### src/rtl/mux_rr_reg.sv
// N-channel registered mux: explicit select, fixed priority or round-robin.
// Latency: 1 cycle from input transfer to out_valid; sustains 1 word/cycle.
// Backpressure: in_ready only to the granted channel, and only when the output register can load.
//
// Ports:
//   clk, rst          rising-edge clock, synchronous active-high reset
//   mode, sel         00 explicit (sel), 01 fixed priority, 10/11 round-robin
//   in_valid/in_ready per-channel handshake; in_ready is combinational
//   in_data           packed, channel i at [i*WIDTH +: WIDTH]
//   out_valid/out_ready, out_data, out_sel  registered output stage
module mux_rr_reg #(
    parameter int NUM_CH = 4,
    parameter int WIDTH  = 32,
    localparam int CW    = $clog2(NUM_CH)
) (
    input  logic                    clk,
    input  logic                    rst,
    input  logic [1:0]              mode,
    input  logic [CW-1:0]           sel,
    input  logic [NUM_CH-1:0]       in_valid,
    input  logic [NUM_CH*WIDTH-1:0] in_data,
    output logic [NUM_CH-1:0]       in_ready,
    output logic                    out_valid,
    output logic [WIDTH-1:0]        out_data,
    output logic [CW-1:0]           out_sel,
    input  logic                    out_ready
);

    logic [CW-1:0]     ptr;
    logic [NUM_CH-1:0] grant;
    logic              found;
    int                rr_idx;
    logic              any_grant;
    logic [CW-1:0]     gidx;
    logic [WIDTH-1:0]  gdata;
    logic              load;

    // Output register can accept a new word when empty or being drained.
    assign load = ~out_valid | out_ready;

    // One-hot grant. Out-of-range sel codes (non power-of-2 NUM_CH) match
    // no channel, so they simply produce no grant.
    always_comb begin
        grant  = '0;
        found  = 1'b0;
        rr_idx = 0;
        case (mode)
            2'b00: begin
                for (int i = 0; i < NUM_CH; i++) begin
                    if (int'(sel) == i) begin
                        grant[i] = in_valid[i];
                    end
                end
            end
            2'b01: begin
                for (int i = 0; i < NUM_CH; i++) begin
                    if (!found && in_valid[i]) begin
                        grant[i] = 1'b1;
                        found    = 1'b1;
                    end
                end
            end
            default: begin
                // Search ptr, ptr+1, ... with wrap; ptr is always < NUM_CH.
                for (int k = 0; k < NUM_CH; k++) begin
                    rr_idx = int'(ptr) + k;
                    if (rr_idx >= NUM_CH) begin
                        rr_idx = rr_idx - NUM_CH;
                    end
                    if (!found && in_valid[rr_idx]) begin
                        grant[rr_idx] = 1'b1;
                        found         = 1'b1;
                    end
                end
            end
        endcase
    end

    // Encode the grant into an index and pick the matching data word.
    always_comb begin
        gidx      = '0;
        gdata     = '0;
        any_grant = |grant;
        for (int i = 0; i < NUM_CH; i++) begin
            if (grant[i]) begin
                gidx  = CW'(i);
                gdata = in_data[i*WIDTH +: WIDTH];
            end
        end
    end

    assign in_ready = grant & {NUM_CH{load & ~rst}};

    always_ff @(posedge clk) begin
        if (rst) begin
            out_valid <= 1'b0;
            out_data  <= '0;
            out_sel   <= '0;
            ptr       <= '0;
        end else if (load) begin
            if (any_grant) begin
                out_valid <= 1'b1;
                out_data  <= gdata;
                out_sel   <= gidx;
                // Pointer only advances on a round-robin transfer; it is
                // left alone on mode changes so fairness history survives.
                if (mode[1]) begin
                    ptr <= (gidx == CW'(NUM_CH - 1)) ? '0 : gidx + CW'(1);
                end
            end else begin
                // Drain: data and sel keep their last values.
                out_valid <= 1'b0;
            end
        end
    end

endmodule

### config.mk
export PLATFORM = sky130hd
export DESIGN_NAME = mux_rr_reg
export DESIGN_NICKNAME = d
export VERILOG_FILES = /design/src/rtl/mux_rr_reg.sv
export SDC_FILE = /design/constraint.sdc
export NUM_CORES = 1
export LEC_CHECK = 0
export ABC_AREA = 1
export BUFFER_PORTS_ARGS = -buffer_cell sky130_fd_sc_hd__buf_2
export CAP_MARGIN = 20
export CORE_MARGIN = 1
export CORE_UTILIZATION = 46
export CTS_CLUSTER_SIZE = 30
export DETAILED_ROUTE_END_ITERATION = 10
export PLACE_DENSITY = 0.86
export SETUP_SLACK_MARGIN = 0.2
export SLEW_MARGIN = 20
export SYNTH_ARGS = -nofsm -noshare
export SYNTH_HDL_FRONTEND = slang
export SYNTH_SLANG_ARGS = --single-unit
### constraint.sdc
create_clock -name clk -period 3.1 [get_ports clk]
set_input_delay 0.62 -clock clk [delete_from_list [all_inputs] [get_ports clk]]
set_output_delay 0.62 -clock clk [all_outputs]
set_load 0.01 [all_outputs]
======== Yosys cells after proc, flatten, opt, wreduce, memory -nomap -nowiden ========
Cells that the tools add are included.
storage, ports and cells
  word-level logic and storage cells ...... 123
  input port bits ......................... 139
  flip-flop bits (word level) ............. 37
operators by class
  reduce and logical (&&, ||, !) cells .... 22
  bitwise operators ....................... 8
  multiplexer cells ....................... 64
  $add $sub $neg .......................... 8
  $lt $le $gt $ge ......................... 12
  equality and inequality tests ........... 5
operators with widths
  kind                 number
  $mux 32              12
  $ge 32x1->1 const B  4
  $lt 32x4->1 const B  4
  $mux 1               33
  $mux 4               7
  $or 4x4->4           3
  $sub 3x3->4 const B  3
  $logic_and 1x1->1    10
  $ge 3x3->1 const B   3
  $bmux 1 s2           4
  $demux 1 s2          4
  $pmux 4 s2           1
  $add 2x2->3 const B  2
  $eq 2x2->1 const B   3
  $logic_not 1->1      6
  $mux 2               3
  $and 4x4->4          1
  $eq 2x1->1 const B   2
  $logic_not 2->1      2
  $reduce_or 4->1      1
  $sub 2x3->4 const B  1
  $add 2x1->3 const B  1
  $ge 2x3->1 const B   1
  $reduce_and 3->1     1
  6 further kinds      7

======== Longest topological paths before layout ========
Gate-level depths: netlist (run 1).
  depth in word-level cells ............... 25
  gate-level depth with buffers ........... 19

======== Worst setup path before layout (run 1) ========
OpenSTA, ideal clock, no wires.
  path kind ............................... register to output
  start ................................... reg ptr[0]
  end ..................................... out in_ready[2]
  cell stages (with the launch flop) ...... 16
  data arrival time ....................... 2.172 ns
  path slack .............................. 0.308 ns
  cells stage by stage .................... dfxtp_1 > buf_6 > inv_6 > ha_1 > inv_1 > nand3_1 > nand2_1 > nand2_4 > nor2_4 > nand2_1 > nand3_1 > nand2_1 > nand2_4 > clkinv_1 > buf_2 > nor2_1
between the ends
  longest elaborated chain between the ends .. 21
  elaborated cells on any way between the ends .. 75
RTL lines
  what                                                                  line  source
  start: declaration                                                    29    logic [CW-1:0] ptr;
  start signal: assignment                                              108   ptr <= (gidx == CW'(NUM_CH - 1)) ? '0 : gidx + CW'(1);
  parallel branches: the longest is 18 deep, another holds $ge 32x1->1  -
  $mux 4 (*)                                                            70    if (!found && in_valid[rr_idx]) begin
  $pmux 4 s2 (*)                                                        47    case (mode)
  $and 4x4->4 (*)                                                       92    assign in_ready = grant & {NUM_CH{load & ~rst}};
  end: declaration                                                      22    output logic [NUM_CH-1:0] in_ready,
Mark *: on every way between the ends. The select of a mux whose other input is x is not followed.

======== Final worst setup path (run 1) ========
  start ................................... reg ptr[1]
  end ..................................... out in_ready[2]
Same word-level chain as after synthesis.

==> implementation parameters, run 1 <==
Parameter                              Value

Global route
  Number of antenna violations at the first check in global routing    0
  Total congestion overflow after global routing    0
  Via count of the first global-routing pass    around 3.6k
  Wire length of the first global-routing pass    around 17000 um
  Largest net degree at the start of global routing    37
  GRT Overall Usage    between 20 and 30%

Timing
  Final Worst Setup Slack    roughly 0.45 ns
  Portion of the clock cycle consumed by the worst path in the final layout    85.6%
  TNS Setup    0 ns
  Number of pins with negative max-slew slack in the final report    0
  Final Hold Vio Count    0
  Setup repair after global routing missed its margin    false
  Relative slew margins    62.1%
  Pin slew with the least headroom to its limit    0.569 ns
  Clock skew after layout    around 0.0034 ns
  Highest attainable clock frequency    377 MHz
  Final-layout worst hold slack    roughly 0.47 ns
  Final critical delay including setup and external delays    between 2 and 3 ns
  Count of endpoints failing setup in the final report    0

Final layout
  Final non-filler cell total    just under 800
  Proportion of layout cells with a drive suffix above 1    a little over two fifths
  Number of diodes added for antenna fixing    0
  Number of nets at the end of the flow    just over 800
  Final standard cell area without fillers    around 4300 um2
  Most frequent standard cell in the layout excluding fill and tap cells    sky130_fd_sc_hd__buf_2
  Layout-stage area growth over the synthesis result    32.8%
  Fill count    around 650
  Commonest non-fill, non-tap cells in the layout    sky130_fd_sc_hd__buf_2 (177), sky130_fd_sc_hd__nand3_1 (107), sky130_fd_sc_hd__nor2_1 (87)

Clocking
  Total clock sinks    37
  CTS Root Buffer Type    sky130_fd_sc_hd__clkbuf_8
  CTS Buf Count    5
  Clock Tree Buf Depth    2
  Worst-Skew Late Latency    around 0.3 ns
  Clock slew at reported path FFs    about 0.080 ns
  Clock tree from TritonCTS    built
  Number of levels in the clock H-tree    2

Power and ir drop
  Total power divided by cell area    about 690 nW/um2
  Leakage power    2.22 nW
  Largest vdd supply drop    0.389 mV

Synthesis
  Register bit total from synthesis    37
  Net count after synthesis    roughly 660
  Avg Cell Area, Syn    6.29 um2
  Sequential fraction of the synthesis area    between 20% and 30%
  Count of unique library cells instantiated by Yosys    33
  Gate Count Post-Synth    ~520
  Synthesized area    between 3000 and 4000 um2
  Ys Warns    0

Drt
  M1 WL    4380 um
  Top sig layer    met4
  Per-cell routed wire length    13.3 um
  Detail-routed via count per cell    slightly above 5
  Total via count after detailed routing    slightly above 4k
  Met3 WL    about 750 um
  Drc violations    0
  Met2 wirelength from detailed routing    about 5100 um
  Wire length after detailed routing    ~10000 um
  DRT antenna net count    0
  DRC violation total after the first TritonRoute iteration    roughly 240
  Pre-Repair DR Iteration Count    5

Hold path
  Hold worst-path end    out_data[26]$_SDFFE_PP0P_
  Hold path depth    2
  Worst Min Path Start    out_data[26]$_SDFFE_PP0P_
  Worst hold-check path type    flop to flop

Worst setup path
  Critical R2R Capture    out_data[8]$_SDFFE_PP0P_
  Required time of the worst setup path    about 2.5 ns
  Critical Path Sink Type    primary output
  Data arrival time of the critical path    2.03 ns
  Worst Setup Path Type    flop to primary output
  Origin of the critical flop-to-flop path    ptr[1]$_SDFFE_PP0P_
  Sort of element at the start of the critical path    flop
  Maximum fanout along the worst path    5
  Cell count of the worst reg-to-reg path    17
  Register-to-Register Setup Slack    about 0.47 ns

Floorplanning
  Floorplan die height    ~86 um
  Initial Utilization    between 40% and 50%
  Core outline area    a little under 7000 um2
  DIE WIDTH    roughly 86 um
  Floorplan die area    about 7400 um2
  Top-level port count    between 150 and 200
  Num rows    30

Placement
  RePlAce Congestion    0.893
  Cell count after placement    approximately 770
  Cell Area, Placed    about 4200 um2
  Port Buffers    between 150 and 200
  Placed wire-length estimate    around 7600 um
  Pre-CTS worst setup slack    ~0.27 ns

Flow run
  Max-cap check violation count    0

Run status
  Outcome    finished, final reports clean
## worst max-delay path: stages (launching register included)
cell	delay (ns)
sky130_fd_sc_hd__dfxtp_1	0.32
sky130_fd_sc_hd__inv_2	0.13
sky130_fd_sc_hd__ha_4	0.23
sky130_fd_sc_hd__inv_2	0.06
sky130_fd_sc_hd__nand3_1	0.07
sky130_fd_sc_hd__nand2_1	0.10
sky130_fd_sc_hd__nand2_4	0.07
sky130_fd_sc_hd__nor2_4	0.13
sky130_fd_sc_hd__nand2_1	0.06
sky130_fd_sc_hd__nand3_1	0.07
sky130_fd_sc_hd__nand2_1	0.09
sky130_fd_sc_hd__nand2_4	0.09
sky130_fd_sc_hd__clkinv_1	0.08
sky130_fd_sc_hd__nor2_1	0.08
sky130_fd_sc_hd__buf_2	0.14
## what timing repair did
item                       in CTS  in global routing
hold buffers                    0                  0
setup endpoints to repair       3                 31
gates resized for setup         1                  6
setup buffers                   2                  3
pin swaps                       2                  1
## final cells by class
class	count	area, um2	share of cell area [%]
timing repair buffer	193	1030	23.8
tap	96	120	2.78
multi-input combinational	410	2180	50.5
clock buffer	6	82.6	1.91
sequential	37	744	17.2
clock inverter	2	13.8	0.318
inverter	37	149	3.44
## logic make-up (layout without fill, tap and decap cells)
kind of cell / Yosys count / after routing / share of synthesized area, %
adder cells (fa/ha/maj): 7 / 7 / 2.69
AO/OA/AOI/OAI: 74 / 74 / 15.0
buffers and inverters: 70 / 238 / 10.8
flip-flops: 37 / 37 / 22.8
AND/OR/NAND/NOR: 329 / 329 / 48.7
## cell usage after synthesis
cell / n / area [um2]
sky130_fd_sc_hd__nor2_4: 1 / 11.3
sky130_fd_sc_hd__dfxtp_1: 37 / 741
sky130_fd_sc_hd__nand3b_1: 1 / 7.51
sky130_fd_sc_hd__nand2_1: 84 / 315
sky130_fd_sc_hd__o21ai_0: 2 / 10.0
sky130_fd_sc_hd__buf_12: 2 / 40.0
sky130_fd_sc_hd__inv_4: 1 / 6.26
sky130_fd_sc_hd__or2_0: 1 / 6.26
sky130_fd_sc_hd__inv_1: 31 / 116
sky130_fd_sc_hd__nand3_1: 107 / 536
sky130_fd_sc_hd__a21oi_1: 39 / 195
sky130_fd_sc_hd__nor2_1: 87 / 327
sky130_fd_sc_hd__ha_1: 7 / 87.6
sky130_fd_sc_hd__nand2_4: 8 / 90.1
sky130_fd_sc_hd__buf_6: 1 / 11.3
sky130_fd_sc_hd__nor2b_2: 1 / 8.76
sky130_fd_sc_hd__clkinv_1: 2 / 7.51
sky130_fd_sc_hd__inv_6: 1 / 8.76
sky130_fd_sc_hd__o31ai_1: 1 / 7.51
sky130_fd_sc_hd__nand3_4: 2 / 35.0
sky130_fd_sc_hd__buf_1: 4 / 15.0
sky130_fd_sc_hd__a21oi_2: 30 / 263
sky130_fd_sc_hd__o211ai_1: 1 / 7.51
sky130_fd_sc_hd__buf_2: 15 / 75.1
sky130_fd_sc_hd__inv_2: 2 / 7.51
sky130_fd_sc_hd__clkbuf_1: 9 / 33.8
sky130_fd_sc_hd__nand4_1: 2 / 12.5
sky130_fd_sc_hd__buf_8: 2 / 30.0
sky130_fd_sc_hd__o22ai_1: 1 / 6.26
sky130_fd_sc_hd__nor2_8: 1 / 20.0
sky130_fd_sc_hd__nand3_2: 1 / 10.0
sky130_fd_sc_hd__nor2_2: 1 / 6.26
sky130_fd_sc_hd__nand2_2: 32 / 200
## how the worst max path moves through the flow
stage                   startpoint                      end  slack, ns  cells past startpoint
2_1_floorplan  ptr[0]$_SDFFE_PP0P_              in_ready[2]       0.31                     15
3_3_place_gp           in_valid[3]  out_sel[0]$_SDFFE_PP0P_       0.32                     16
3_5_place_dp   ptr[0]$_SDFFE_PP0P_  out_sel[0]$_SDFFE_PP0P_       0.27                     17
4_1_cts        ptr[0]$_SDFFE_PP0P_              in_ready[3]        0.1                     14
5_1_grt        ptr[1]$_SDFFE_PP0P_              in_ready[3]       0.26                     14
6_report       ptr[1]$_SDFFE_PP0P_              in_ready[2]       0.45                     14
## registers in the layout, summed over array words and instances (netlist names)
name and cells:
out_data 32, out_sel 2, ptr 2, out_valid 1
## layer usage
layer / vias to the layer above / track usage [%]
li1: 2015 / -
met1: 1797 / 34.6
met2: 201 / 48.7
met3: 25 / 5.29
met4: 0 / 7.42
met5: - / 0
## through the flow
| stage | utilization (%) | total power, mW |
|---|---|---|
| final | 63.3 | 2.98 |
| after global routing | 63.3 | 3.24 |
| after CTS | 62.6 | 2.94 |
| after detailed placement | 60.9 | 2.55 |
| after global placement | 60.9 | 2.53 |
| after floorplan | - | 2.12 |
## where the power goes
group / switching, mW / internal (mW) / leakage, nW
sequential: 0.0942 / 0.619 / 0.304
combinational: 1.18 / 0.725 / 1.86
clock: 0.187 / 0.180 / 0.0512
total: 1.46 / 1.52 / 2.22
No activity file was read; power rests on OpenSTA's default activity.
==> inputs of run 2 (changes only) <==
--- a/config.mk
+++ b/config.mk
@@ -12,7 +12,7 @@
 export CORE_UTILIZATION = 46
 export CTS_CLUSTER_SIZE = 30
 export DETAILED_ROUTE_END_ITERATION = 10
-export PLACE_DENSITY = 0.86
+export PLACE_DENSITY_LB_ADDON = 0.25
 export SETUP_SLACK_MARGIN = 0.2
 export SLEW_MARGIN = 20
 export SYNTH_ARGS = -nofsm -noshare
==> run 2 against run 1 <==
  * Non-clock buffer count rose by 2
  * Flip-flop and latch count unchanged
  * Largest power group unchanged
  * Wire length up 3.1%
  * Sequential power about the same
  * Sequential share of layout area barely moved
  * Cell count is 0.26% higher
  * Critical path depth is the same
  * Power rose by 0.26%
  * Design area fell by 0.20%
  * Setup slack got worse by 0.0041 ns
  * Worst hold slack lost 0.00066 ns
==> implementation parameters, run 2 (synthesis results as in run 1) <==
Parameter                              Value

Drt
  Per-cell routed wire length    roughly 14 um
  DRC violation total after the first TritonRoute iteration    ~180
  Total via count after detailed routing    4018
  Detail-routed via count per cell    slightly above 5
  Wire length after detailed routing    10700 um
  Drc violations    0
  DRT antenna net count    0
  Pre-Repair DR Iteration Count    5

Floorplanning
  DIE WIDTH    86.1 um
  Initial Utilization    roughly 48%
  Floorplan die area    about 7400 um2
  Num rows    30
  Top-level port count    178
  Floorplan die height    86.1 um
  Core outline area    ~7000 um2

Final layout
  Final standard cell area without fillers    around 4300 um2
  Flip-flop count of the largest register, all copies and words added    32
  Final non-filler cell total    783
  Number of nets at the end of the flow    around 830
  Layout-stage area growth over the synthesis result    32.6%
  Number of diodes added for antenna fixing    0
  Register name with the most flops    out_data
  Proportion of layout cells with a drive suffix above 1    42.1%
  Sequential cell area in the final layout    ~740 um2
  Commonest non-fill, non-tap cells in the layout    sky130_fd_sc_hd__buf_2 (177), sky130_fd_sc_hd__nand3_1 (107), sky130_fd_sc_hd__nor2_1 (87)
  Area used by multi-input combinational logic    about 2200 um2
  Top flop regs    out_data (32), out_sel (2), ptr (2)
  Fill count    roughly 670
  End-of-flow core utilization    roughly 63%
  Most frequent standard cell in the layout excluding fill and tap cells    sky130_fd_sc_hd__buf_2

Global route
  Via count of the first global-routing pass    approximately 3.7k
  Largest net degree at the start of global routing    37
  GRT Overall Usage    between 20% and 30%
  Number of antenna violations at the first check in global routing    0
  Total congestion overflow after global routing    0
  Wire length of the first global-routing pass    ~17000 um

Placement
  Cell Area, Placed    between 4000 and 5000 um2
  Cell count after placement    771
  Pre-CTS worst setup slack    roughly 0.34 ns
  RePlAce Congestion    slightly below 0.9
  Placed wire-length estimate    just under 8000 um
  Port Buffers    approximately 180

Worst setup path
  Chain of cells forming the critical path    inv_2, ha_4, inv_2, nand3_1, nand2_1, nand2_4, nor2_4, nand2_1, nand3b_1, nand2_1, nand2_4, inv_1, nor2_1, buf_2
  Max incr delay on CP    0.33 ns
  Data arrival time of the critical path    ~2 ns
  Maximum fanout along the worst path    5
  Standard cell with the maximum stage delay on the critical path    sky130_fd_sc_hd__dfxtp_2
  Buffers & Inverters on Critical Path    4
  Sort of element at the start of the critical path    flop
  Worst Setup Path Type    flop to primary output
  Critical Path Sink Type    primary output
  Most frequent CP cell    sky130_fd_sc_hd__nand2_1
  Required time of the worst setup path    2.48 ns
  Largest delay contributor family on the critical path    simple AND/OR/NAND/NOR gates

Clocking
  Worst-Skew Late Latency    between 0.2 and 0.3 ns
  Total clock sinks    37
  CTS Root Buffer Type    sky130_fd_sc_hd__clkbuf_8
  CTS Buf Count    5
  Clock Tree Buf Depth    2
  Number of levels in the clock H-tree    2
  Clock tree from TritonCTS    built
  Clock slew at reported path FFs    ~0.07 ns
  Quantity of hold-fixing buffers added after cts    0

Timing
  Final Worst Setup Slack    approximately 0.44 ns
  Final Hold Vio Count    0
  Portion of the clock cycle consumed by the worst path in the final layout    between 80% and 90%
  TNS Setup    0 ns
  Clock skew after layout    0.00573 ns
  Setup repair after global routing missed its margin    false
  Highest attainable clock frequency    approximately 380 MHz
  Count of endpoints failing setup in the final report    0
  Final-layout worst hold slack    around 0.47 ns
  Pin slew with the least headroom to its limit    approximately 0.58 ns
  Relative slew margins    61.7%
  Final critical delay including setup and external delays    2.66 ns
  Number of pins with negative max-slew slack in the final report    0

Power and ir drop
  Largest vdd supply drop    about 0.50 mV
  Total Power    between 2 and 3 mW
  Leakage power    2.22 nW
  Total power divided by cell area    693 nW/um2

Flow run
  Max-cap check violation count    0

Hold path
  Worst hold-check path type    flop to flop

Run status
  Outcome    finished, final reports clean
[run 2: layer usage]
metal	GRT usage [%]	up-vias	part of all wire, %
li1	-	2017	-
met1	33.9	1804	42
met2	51.9	181	51
met3	5.00	16	6.4
met4	8.33	0	1.1
met5	0	-	0
[run 2: worst paths after layout]
| check | startpoint | end | slack, ns | depth (start not counted) |
|---|---|---|---|---|
| max | ptr[1]$_SDFFE_PP0P_ | in_ready[1] | 0.44 | 14 |
| min | out_data[30]$_SDFFE_PP0P_ | out_data[30]$_SDFFE_PP0P_ | 0.47 | 2 |
| max reg2reg | ptr[1]$_SDFFE_PP0P_ | out_data[14]$_SDFFE_PP0P_ | 0.46 | 18 |
| min reg2reg | out_data[30]$_SDFFE_PP0P_ | out_data[30]$_SDFFE_PP0P_ | 0.47 | 2 |
[run 2: power breakdown]
part / leakage, nW / internal, mW / switching (mW)
clock: 0.0512 / 0.180 / 0.184
sequential: 0.304 / 0.619 / 0.0944
combinational: 1.87 / 0.719 / 1.19
[run 2: final cells by class]
cell class                 count  area share (%)
multi-input combinational    410            50.4
timing repair buffer         195            24.0
sequential                    37            17.2
inverter                      37            3.39
tap                           96            2.78
clock buffer                   6            1.91
clock inverter                 2           0.319
[run 2: worst reg2reg max path, cell delays in order, from the launching register on]
cell                       delay [ns]
sky130_fd_sc_hd__dfxtp_2         0.34
sky130_fd_sc_hd__inv_2           0.09
sky130_fd_sc_hd__ha_4            0.30
sky130_fd_sc_hd__inv_2           0.04
sky130_fd_sc_hd__nand3_1         0.07
sky130_fd_sc_hd__nand2_1         0.11
sky130_fd_sc_hd__nand3_1         0.10
sky130_fd_sc_hd__nand2_1         0.05
sky130_fd_sc_hd__nand3b_1        0.16
sky130_fd_sc_hd__nand2_1         0.11
sky130_fd_sc_hd__nand2_4         0.07
sky130_fd_sc_hd__buf_4           0.18
sky130_fd_sc_hd__nor2_8          0.10
sky130_fd_sc_hd__nand2_4         0.07
sky130_fd_sc_hd__nand2_4         0.08
sky130_fd_sc_hd__buf_4           0.39
sky130_fd_sc_hd__nor2_1          0.10
sky130_fd_sc_hd__nand2_1         0.10
sky130_fd_sc_hd__a21oi_2         0.05
[run 2: what timing repair did]
action / CTS / global route
cloned: 0 / 0
endpoints found under the setup margin: 2 / 22
setup buffers: 4 / 0
endpoints found under the hold margin: 0 / 0
pin swaps: 2 / 0
gates resized for setup: 0 / 5
